**config.mk**
```make
export PLATFORM = sky130hd
export DESIGN_NAME = bit_reader_flat
export DESIGN_NICKNAME = d
export VERILOG_FILES = /design/src/rtl/bit_reader_if.sv /design/src/rtl/bit_reader.sv /design/src/flat_wrapper.sv
export SDC_FILE = /design/constraint.sdc
export NUM_CORES = 1
export LEC_CHECK = 0
export CAP_MARGIN = 20
export CORE_MARGIN = 1.5
export CORE_UTILIZATION = 28
export DETAILED_ROUTE_END_ITERATION = 6
export DONT_BUFFER_PORTS = 1
export PLACE_DENSITY_LB_ADDON = 0.08
export SLEW_MARGIN = 20
export SYNTH_ARGS = -nofsm -noshare
export SYNTH_HDL_FRONTEND = slang
export SYNTH_SLANG_ARGS = --single-unit
export TNS_END_PERCENT = 20
```
**constraint.sdc**
```tcl
create_clock -name clk -period 4.2 [get_ports clk]
set_clock_uncertainty 0.2 [all_clocks]
set_input_delay 0.84 -clock clk [delete_from_list [all_inputs] [get_ports clk]]
set_output_delay 0.84 -clock clk [all_outputs]
set_load 0.1 [all_outputs]
```
**src/rtl/bit_reader_if.sv**
```systemverilog
`default_nettype none
// ============================================================================
// Module      : bit_reader_if
// Description : Byte-stream and peek-window bundle between the input byte
//               source / variable-length decoder (master) and bit_reader
//               (slave).
//               Stream : din, din_vld -> ; <- din_rdy
//               Window : <- win, win_vld, avail
//               Consume: skip_len, skip_vld, flush ->
//               Marker : <- marker_hit, marker_code
// Revision    : 1.0  initial release
// ============================================================================
interface bit_reader_if #(
  parameter int DATA_WIDTH = 8,
  parameter int WIN_WIDTH  = 16,
  parameter int AVAIL_W    = 6
);
  logic [DATA_WIDTH-1:0] din;
  logic                  din_vld;
  logic                  din_rdy;
  logic [WIN_WIDTH-1:0]  win;
  logic                  win_vld;
  logic [AVAIL_W-1:0]    avail;
  logic [4:0]            skip_len;
  logic                  skip_vld;
  logic                  flush;
  logic                  marker_hit;
  logic [DATA_WIDTH-1:0] marker_code;

  modport master (
    output din, din_vld, skip_len, skip_vld, flush,
    input  din_rdy, win, win_vld, avail, marker_hit, marker_code
  );

  modport slave (
    input  din, din_vld, skip_len, skip_vld, flush,
    output din_rdy, win, win_vld, avail, marker_hit, marker_code
  );
endinterface
`default_nettype wire

```
**src/rtl/bit_reader.sv**
```systemverilog
`default_nettype none
// ============================================================================
// Module      : bit_reader
// Description : MSB-first bit reader. Accepts bytes over a valid/ready
//               handshake into a 32-bit MSB-aligned buffer and presents the
//               oldest 16 bits as a peek window. The consumer drops 0..16
//               bits per cycle (skip) or byte-aligns (flush).
//               Optional feature macro: BIT_READER_UNSTUFF_EN -- removes
//               0xFF00 stuffing, swallows 0xFF fill bytes and detects
//               0xFFxx markers (stalls input until flush).
// Ports       : clk, rst (sync, active high)
//               bus  : bit_reader_if.slave (stream in, window out,
//                      skip/flush in, marker out)
// Revision    : 1.0  initial release
// ============================================================================
module bit_reader #(
  parameter int DATA_WIDTH = 8,
  parameter int BUF_WIDTH  = 32,
  parameter int WIN_WIDTH  = 16
) (
  input  wire logic   clk,
  input  wire logic   rst,
  bit_reader_if.slave bus
);

  localparam logic [5:0] c_WIN_BITS  = 6'(WIN_WIDTH);
  localparam logic [5:0] c_FILL_LIM  = 6'(BUF_WIDTH - DATA_WIDTH);
  localparam logic [4:0] c_SKIP_MAX  = 5'(WIN_WIDTH);

  logic [BUF_WIDTH-1:0]  r_buf;
  logic [5:0]            r_avail;

  logic                  w_stall;
  logic                  w_accept;
  logic                  w_ins;
  logic [DATA_WIDTH-1:0] w_ins_byte;
  logic [4:0]            w_skip_sat;
  logic [4:0]            w_skip_eff;
  logic [5:0]            w_avail_post;
  logic [BUF_WIDTH-1:0]  w_shifted;
  logic [BUF_WIDTH-1:0]  w_ins_word;
  logic [2:0]            w_rem;

  // Ready looks only at the registered count: a skip this cycle cannot
  // create room for a byte in the same cycle.
  assign bus.din_rdy = !rst && !bus.flush && !w_stall && (r_avail <= c_FILL_LIM);
  assign w_accept    = bus.din_vld && bus.din_rdy;

  assign bus.win     = r_buf[BUF_WIDTH-1 -: WIN_WIDTH];
  assign bus.win_vld = (r_avail >= c_WIN_BITS);
  assign bus.avail   = r_avail;

  assign w_skip_sat   = (bus.skip_len > c_SKIP_MAX) ? c_SKIP_MAX : bus.skip_len;
  assign w_skip_eff   = (bus.skip_vld && bus.win_vld && !bus.flush) ? w_skip_sat : 5'd0;
  assign w_avail_post = r_avail - {1'b0, w_skip_eff};
  assign w_shifted    = r_buf << w_skip_eff;
  // Bits below the valid region are always zero (only zeros are shifted
  // in), so the new byte can simply be OR-ed in behind the survivors.
  assign w_ins_word   = {w_ins_byte, {(BUF_WIDTH-DATA_WIDTH){1'b0}}} >> w_avail_post;
  // Tail is byte-aligned, so the low three bits are the partial-byte residue.
  assign w_rem        = r_avail[2:0];

  always_ff @(posedge clk) begin
    if (rst) begin
      r_buf   <= '0;
      r_avail <= '0;
    end else if (bus.flush) begin
      r_buf   <= r_buf << w_rem;
      r_avail <= r_avail - {3'b000, w_rem};
    end else begin
      r_buf   <= w_shifted | (w_ins ? w_ins_word : '0);
      r_avail <= w_avail_post + (w_ins ? 6'd8 : 6'd0);
    end
  end

`ifdef BIT_READER_UNSTUFF_EN
  logic                  r_pend;
  logic                  r_stall;
  logic                  r_marker_hit;
  logic [DATA_WIDTH-1:0] r_marker_code;
  logic                  w_marker;
  logic                  w_pend_next;

  // A held 0xFF is resolved by the byte that follows it: 00 restores the
  // 0xFF, another FF is fill (stay pending), anything else is a marker.
  always_comb begin
    w_ins       = 1'b0;
    w_ins_byte  = bus.din;
    w_marker    = 1'b0;
    w_pend_next = r_pend;
    if (w_accept) begin
      if (r_pend) begin
        if (bus.din == 8'h00) begin
          w_ins       = 1'b1;
          w_ins_byte  = 8'hFF;
          w_pend_next = 1'b0;
        end else if (bus.din != 8'hFF) begin
          w_marker    = 1'b1;
          w_pend_next = 1'b0;
        end
      end else if (bus.din == 8'hFF) begin
        w_pend_next = 1'b1;
      end else begin
        w_ins = 1'b1;
      end
    end
  end

  always_ff @(posedge clk) begin
    if (rst) begin
      r_pend        <= 1'b0;
      r_stall       <= 1'b0;
      r_marker_hit  <= 1'b0;
      r_marker_code <= '0;
    end else if (bus.flush) begin
      r_pend       <= 1'b0;
      r_stall      <= 1'b0;
      r_marker_hit <= 1'b0;
    end else begin
      r_pend       <= w_pend_next;
      r_marker_hit <= w_marker;
      if (w_marker) begin
        r_stall       <= 1'b1;
        r_marker_code <= bus.din;
      end
    end
  end

  assign w_stall         = r_stall;
  assign bus.marker_hit  = r_marker_hit;
  assign bus.marker_code = r_marker_code;
`else
  assign w_ins           = w_accept;
  assign w_ins_byte      = bus.din;
  assign w_stall         = 1'b0;
  assign bus.marker_hit  = 1'b0;
  assign bus.marker_code = '0;
`endif

endmodule
`default_nettype wire

```
**src/flat_wrapper.sv**
```systemverilog
// flat-port wrapper written by rule: the top's interface ports become plain ports
module bit_reader_flat 
#(
  parameter int DATA_WIDTH = 8,
  parameter int BUF_WIDTH  = 32,
  parameter int WIN_WIDTH  = 16
)
  (clk, rst, bus_din, bus_din_vld, bus_skip_len, bus_skip_vld, bus_flush, bus_din_rdy, bus_win, bus_win_vld, bus_avail, bus_marker_hit, bus_marker_code);
  bit_reader_if #(.DATA_WIDTH(DATA_WIDTH), .WIN_WIDTH(WIN_WIDTH)) bus_i ();
  input  wire logic clk;
  input  wire logic rst;
  input wire logic [$bits(bus_i.din)-1:0] bus_din;
  input wire logic [$bits(bus_i.din_vld)-1:0] bus_din_vld;
  input wire logic [$bits(bus_i.skip_len)-1:0] bus_skip_len;
  input wire logic [$bits(bus_i.skip_vld)-1:0] bus_skip_vld;
  input wire logic [$bits(bus_i.flush)-1:0] bus_flush;
  output wire logic [$bits(bus_i.din_rdy)-1:0] bus_din_rdy;
  output wire logic [$bits(bus_i.win)-1:0] bus_win;
  output wire logic [$bits(bus_i.win_vld)-1:0] bus_win_vld;
  output wire logic [$bits(bus_i.avail)-1:0] bus_avail;
  output wire logic [$bits(bus_i.marker_hit)-1:0] bus_marker_hit;
  output wire logic [$bits(bus_i.marker_code)-1:0] bus_marker_code;
  assign bus_i.din = bus_din;
  assign bus_i.din_vld = bus_din_vld;
  assign bus_i.skip_len = bus_skip_len;
  assign bus_i.skip_vld = bus_skip_vld;
  assign bus_i.flush = bus_flush;
  assign bus_din_rdy = bus_i.din_rdy;
  assign bus_win = bus_i.win;
  assign bus_win_vld = bus_i.win_vld;
  assign bus_avail = bus_i.avail;
  assign bus_marker_hit = bus_i.marker_hit;
  assign bus_marker_code = bus_i.marker_code;
  bit_reader #(.DATA_WIDTH(DATA_WIDTH), .BUF_WIDTH(BUF_WIDTH), .WIN_WIDTH(WIN_WIDTH)) u_core (.clk(clk), .rst(rst), .bus(bus_i));
endmodule
```
==> run metrics <==
outcome=finished clean; DR vias/cell=6.260; Async S/R FF share, synth=0%; clock slew at reported path FFs=60 ps; Worst-Margin Slew=1149 ps; max_slew headroom=23.27%; Pleak=2.197 nW; CTS root buf=clkbuf_16; Final Cycle Share=87.36%; Fin. Hold Viols=0; Synth cell types=89; sequential-to-total area share from yosys stat=13.08%; Remaining DRCs=0; Rows=52; Setup crit end kind=flip-flop; fin nets=734; First-pass DRT Iterations=5; worst path arrival time=3640 ps; Net Switching=0.0009108 W; GRT Total Usage=23.61%; Final min period=3669 ps; max cap viols=0; Hold/Removal Path Class=in -> reg; maximum VDD drop=190.4 uV; number of CTS-inserted buffers=5; Gate power share=53.9%; maximum level of the CTS H-tree=2; HPWL after detailed placement=19.43 mm; share of the synthesized area in the top cell type=13.08%; Final Hold Slack=423.9 ps; Non-Filler Instances=977; wire per inst=26.55 um; Critical Path Start Type=input pin; Setup crit end=u_core.r_buf[23]$_SDFF_PP0_; Flop pwr share=25.0%; synth warn=0; die footprint=21640 sq um; Req. time, crit path=4170 ps; critical path type=in -> reg; number of global-route vias before repair=5837; Setup-failing EPs final=0; CP Depth=10; delay of the slowest critical-path stage=480 ps; RSZ-0062 raised after global routing=no; Top delay family on crit path=multiplexers; fin. max-slew vios=0; Buffers on Ports=0; Layout area overhead=5.617%; clk_lat worst skew=290 ps; EDFF count, synth=0; CTS tree=built; Worst Reg-to-Reg Cells=9; clock power share=21.1%; Max FO, Critical Path=10; worst hold path startpoint=rst; worst path bufs/invs=1; overall power=0.001818 W; Synth Register Bits=38; gr ovfl total=0; n_diodes=0; drt total wl=25.94 mm; Area contributors post-synth=dfxtp_1 13%, mux2i_1 11%, mux2_2 5.0%; final cell area excluding filler cells=6141 sq um; Post-Syn Instances=747; gpl congestion=0.8873; switching share of power=50.10%; Post-CTS Setup Bufs=0; Post-DP Area=6002 sq um; antenna violation net count after detailed routing=0; pwr dens=296.0 nW/um^2; CTS max path bufs=2; CORE AREA=20300 sq um; I/O Pins=51; cell accounting for the most synthesized area=dfxtp_1; share of layout cells above drive strength 1=18.10%; Critical-path top delay cell=fa_1; placed cells=971; reg2reg end=u_core.r_buf[23]$_SDFF_PP0_; synthesized cell area=5814 sq um; most frequent CP cell=a221oi_1; starting density of the core=28.64%; reg2reg setup slack=620 ps; most used standard cell by instance count after synthesis=mux2i_1; largest net degree at the start of global routing=46; first-pass GRT wire length=38.73 mm; Avg Cell Area, Syn=7.784 sq um; Synth Flop Type=dfxtp_1; Internal=0.0009071 W; Die Ht=147.1 um; Crit. Startpoint=bus_skip_vld; FMAX=0.2725 GHz; setup TNS=0 ps; initial antenna violation count=0; die width=147.1 um; Critical Path, Cell by Cell=nor2b_2 > nand3_2 > inv_2 > ha_1 > fa_1 > xor2_2 > mux4_2 > mux2i_1 > a221oi_1 > a221oi_1; top post-synthesis cells by count=63 x mux2i_1, 61 x nand2_1, 49 x a21oi_1; via count=6116; # resized after CTS=0; hold buffer count at cts=0; DRT iter0 DRCs=576; clock tree sinks=38
[power by group through the flow]
stage / combinational, W / clock (W) / sequential (W)
after CTS: 0.000968 / 0.000393 / 0.000452
final: 0.000980 / 0.000383 / 0.000455
after global placement: 0.000971 / 0 / 0.000462
after global routing: 0.00104 / 0.000409 / 0.000456
after floorplan: 0.000730 / 0 / 0.000468
after detailed placement: 0.000965 / 0 / 0.000460
[registers in the layout (all words and copies together) (netlist names), named ones only]
register and flops:
u_core.r_buf 32, u_core.bus.avail 4
[worst register-to-register path: stages, from the launching register on]
cell and delay [ps]:
dfxtp_1 370, nor2_4 80, buf_4 230, nor3_4 380
fa_1 510, inv_1 200, mux4_2 560, mux2i_1 340
a221oi_1 180, a221oi_1 400
[cells by family after synthesis]
family | after synthesis | synth area share (%)
AND/OR/NAND/NOR | 212 | 18.76
multiplexers | 104 | 21.95
adder cells (fa/ha/maj) | 8 | 1.851
flip-flops | 38 | 13.08
other | 1 | 0.06450
XOR/XNOR | 7 | 1.442
AO/OA/AOI/OAI | 255 | 32.02
buffers and inverters | 122 | 10.82
[layer usage]
layer,part of all wire (%),GRT usage [%]
met1,45,33.00
met2,45,37.16
met3,7.8,3.820
met4,2.8,7.200
met5,0,0
[cell usage in the layout (no fill, tap or decap), drive strengths merged, types with 7 or more instances in the layout]
| cell | n |
|---|---|
| nor2 | 50 |
| a21oi | 50 |
| o22ai | 8 |
| conb | 9 |
| and3 | 7 |
| nand3 | 16 |
| a211oi | 15 |
| ha | 7 |
| nor2b | 18 |
| inv | 20 |
| nor3 | 16 |
| mux2 | 26 |
| o31a | 12 |
| mux4 | 15 |
| buf | 47 |
| o221ai | 7 |
| dfxtp | 38 |
| a221oi | 17 |
| o31ai | 9 |
| nand2 | 62 |
| a21o | 9 |
| a22oi | 7 |
| o21ai | 41 |
| nand4 | 11 |
| nand2b | 7 |
| a41oi | 8 |
| o211ai | 10 |
| a31oi | 14 |
| nor4 | 7 |
| mux2i | 63 |
[worst min-delay path by stage]
stage | to | depth (start not counted)
3_5_place_dp | u_core.r_buf[17]$_SDFF_PP0_ | 2
5_1_grt | u_core.r_buf[28]$_SDFF_PP0_ | 1
2_1_floorplan | u_core.r_buf[16]$_SDFF_PP0_ | 3
4_1_cts | u_core.r_buf[28]$_SDFF_PP0_ | 1
3_3_place_gp | u_core.r_buf[17]$_SDFF_PP0_ | 2
6_report | u_core.r_buf[28]$_SDFF_PP0_ | 1
[stage by stage]
step / setup slack (ps) / utilization, %
floorplan: -134.6 / -
global placement: 314.9 / 29.57
detailed placement: 248.0 / 29.57
CTS: 557.2 / 30.25
global route: 403.3 / 30.25
finish: 530.9 / 30.25
[cell type report]
class / instances / area (sq um)
clock buffer: 6 / 138.9
fill: 2235 / 14160
inverter: 21 / 78.83
multi-input combinational: 595 / 4468
sequential: 38 / 764.5
tap: 270 / 337.8
timing repair buffer: 47 / 352.8
No activity file was read; power rests on OpenSTA's default activity.
==> RTL change, RTL diff (config.mk and constraints unchanged) <==
The option `BIT_READER_UNSTUFF_EN` is turned on by a define.
--- a/src/rtl/bit_reader.sv
+++ b/src/rtl/bit_reader.sv
@@ -14,4 +14,6 @@
 // Revision    : 1.0  initial release
 // ============================================================================
+`define BIT_READER_UNSTUFF_EN
+
 module bit_reader #(
   parameter int DATA_WIDTH = 8,
Behaviour: not the same (a bounded check fails within 4 cycles, from zero or initial values and one cycle with rst high).
==> RTL change against the original RTL <==
  * Sequential cell count increased by 11
  * Clock power increased by 23%
  * Worst setup slack improved by 0.016 ns
  * Highest routed layer unchanged
  * Final cell count increased by 7.9%
  * Largest cell class unchanged
  * Non-clock buffer count increased by 2
  * Register-to-register slack about the same
  * Area after synthesis increased by 2.3%
  * Maximum frequency increased by 0.45%
  * Total power increased by 14%
  * Critical endpoint is now u_core.r_buf[1]
  * Final area increased by 3.7%
  * Wire length increased by 1.6%
==> RTL change: results (changes against the original RTL) <==
| Metric | Value |
|---|---|
| Status | `complete, no violations` |
| Worst min-delay path category | `reg -> reg` |
| PostCTS Resize Cnt | `0 (unchanged)` |
| DP Wirelength | `19.8 mm (+2.0%)` |
| CTS Buf Count | `5 (unchanged)` |
| Family of cells with the greatest summed delay on the critical path | `simple AND/OR/NAND/NOR gates` |
| Count of TritonRoute iterations in the first routing pass | `5 (unchanged)` |
| Final layout net count | `804 (+9.5%)` |
| Via density per instance | `5.98 (-4.4%)` |
| Mux contribution to synthesized area | `18.2% (-3.8 points)` |
| Share of the synthesized area in compound gates (AO/OA/AOI/OAI) | `31.1% (-0.90 points)` |
| Flip-flop count of the largest register after layout | `32 (unchanged)` |
| Overflow after GRT | `0 (unchanged)` |
| Number of inserted diodes | `0 (unchanged)` |
| Synthesized-area fraction occupied by adder cells | `1.81% (-0.042 points)` |
| Clock latency on the worst-skew pair | `0.32 ns (+0.03 ns)` |
| Count of yosys warnings during synthesis | `0 (unchanged)` |
| Clock H-tree levels | `2 (unchanged)` |
| Async S/R FF share, synth | `0% (unchanged)` |
| Maximum number of pins on one net before global-route repair | `48 (+4.3%)` |
| Top FF cell, synth | `dfxtp_1` |
| First-pass GRT wire length | `39.4 mm (+1.6%)` |
| Routability congestion estimate from global placement | `0.903 (+1.8%)` |
| Clock-pin slew of the registers on the worst-case setup and hold paths | `0.08 ns (+0.02 ns)` |
| Slowest stage cell on the critical path | `fa_1` |
| Buffers on Ports | `0 (unchanged)` |
| Top Layer Used | `met4` |
| Wire length on met2 | `11.8 mm (+1.4%)` |
| Xor/xnor cell area share of the yosys netlist | `1.03% (-0.41 points)` |
| Largest reg by FF count | `u_core.r_buf` |
| DRT iter0 DRCs | `546 (-5.2%)` |
| Fraction of layout cells with a size suffix above 1 | `15.7% (-2.4 points)` |
| Post-CTS Setup Repair Bufs | `0 (unchanged)` |
| Post-synth top cells | `106 x nand2_1, 75 x mux2i_1, 63 x nor2_1` |
| Ranking of synthesized cells by area | `dfxtp_1 16%, mux2i_1 13%, nand2_1 6.7%` |
| Routed length on met1 | `12.1 mm (+5.0%)` |
| Initial antenna violation count | `0 (unchanged)` |
| CTS max path bufs | `2 (unchanged)` |
| Headroom to the max-slew limit | `32.6% (+9.4 points)` |
| Maximum fanout encountered on the critical timing path | `15 (+5)` |
| WL/cell | `25.0 um (-5.9%)` |
| Portion of the post-synthesis area used by sequential elements | `16.5% (+3.4 points)` |
| Number of global-route vias before repair | `6,132 (+5.1%)` |
| Reported leakage power | `2.24 nW (+2.1%)` |
| Clock root buffer | `clkbuf_16` |
| All-Layer GR Usage | `23.7% (+0.12 points)` |
| Highest cell delay on the worst timing path | `0.55 ns (+0.07 ns)` |
| Wire length on met3 | `1.87 mm (-8.3%)` |
| Worst vdd rail ir drop | `0.177 mV (-6.9%)` |
| Post-placement cell area | `6210 sq um (+3.5%)` |
| Distinct cells, synth | `82 (-7.9%)` |
| Crit path DAT | `3.66 ns (+0.02 ns)` |
| Syn nets | `between 800 and 900` |
## RTL change: path summary, 6_finish.rpt
check | start | end | slack [ns] | cells after the start
worst max-delay path | bus_skip_len[4] | u_core.r_buf[1] | 0.55 | 13
worst min-delay path | u_core.r_stall | u_core.r_stall | 0.30 | 2
worst max register to register | flip-flop | u_core.r_buf[1] | 0.62 | 14
worst min register to register | u_core.r_stall | u_core.r_stall | 0.30 | 2
## RTL change: area by class of cell
type,count,area [sq um]
Timing Repair Buffer,49,368
Sequential cell,49,991
Multi-Input combinational cell,650,4420
Clock inverter,3,28.8
Fill cell,2320,14600
Inverter,23,86.3
Clock buffer,5,125
Tap cell,275,344
## RTL change: cell families after synthesis
group	Yosys count
buffers and inverters	105
AO/OA/AOI/OAI	271
XOR/XNOR	7
adder cells (fa/ha/maj)	8
AND/OR/NAND/NOR	265
multiplexers	99
flip-flops	49
## RTL change: per-layer routing
metal  global-route usage [%]  up-vias
li1                         -     2937
met1                     33.0     3066
met2                     37.5      261
met3                     4.13       41
met4                     6.73        0
met5                        0        -
## RTL change: power by group
group          internal, W  leakage [nW]  switching [W]  total (W)
combinational     0.000311          1.77       0.000713    0.00102
clock             0.000230        0.0763       0.000243   0.000473
sequential        0.000499         0.402      0.0000697   0.000568
## RTL change: per-stage QoR
step	setup slack, ns	power, W	hold slack, ns	instances	utilization [%]
2_1_floorplan	0.0124	0.00134	0.241	804	-
3_3_place_gp	0.176	0.00160	0.270	1046	29.6
3_5_place_dp	0.201	0.00159	0.281	1046	29.6
4_1_cts	0.529	0.00207	0.305	1054	30.4
5_1_grt	0.370	0.00216	0.317	1054	30.4
6_report	0.547	0.00207	0.295	1054	30.4
## RTL change: worst min-delay path: cells and delay by family (launching register included)
| kind | cells | cell delay, ns |
|---|---|---|
| and+or+nand+nor | 2 | 0.12 |
| DFF | 1 | 0.34 |
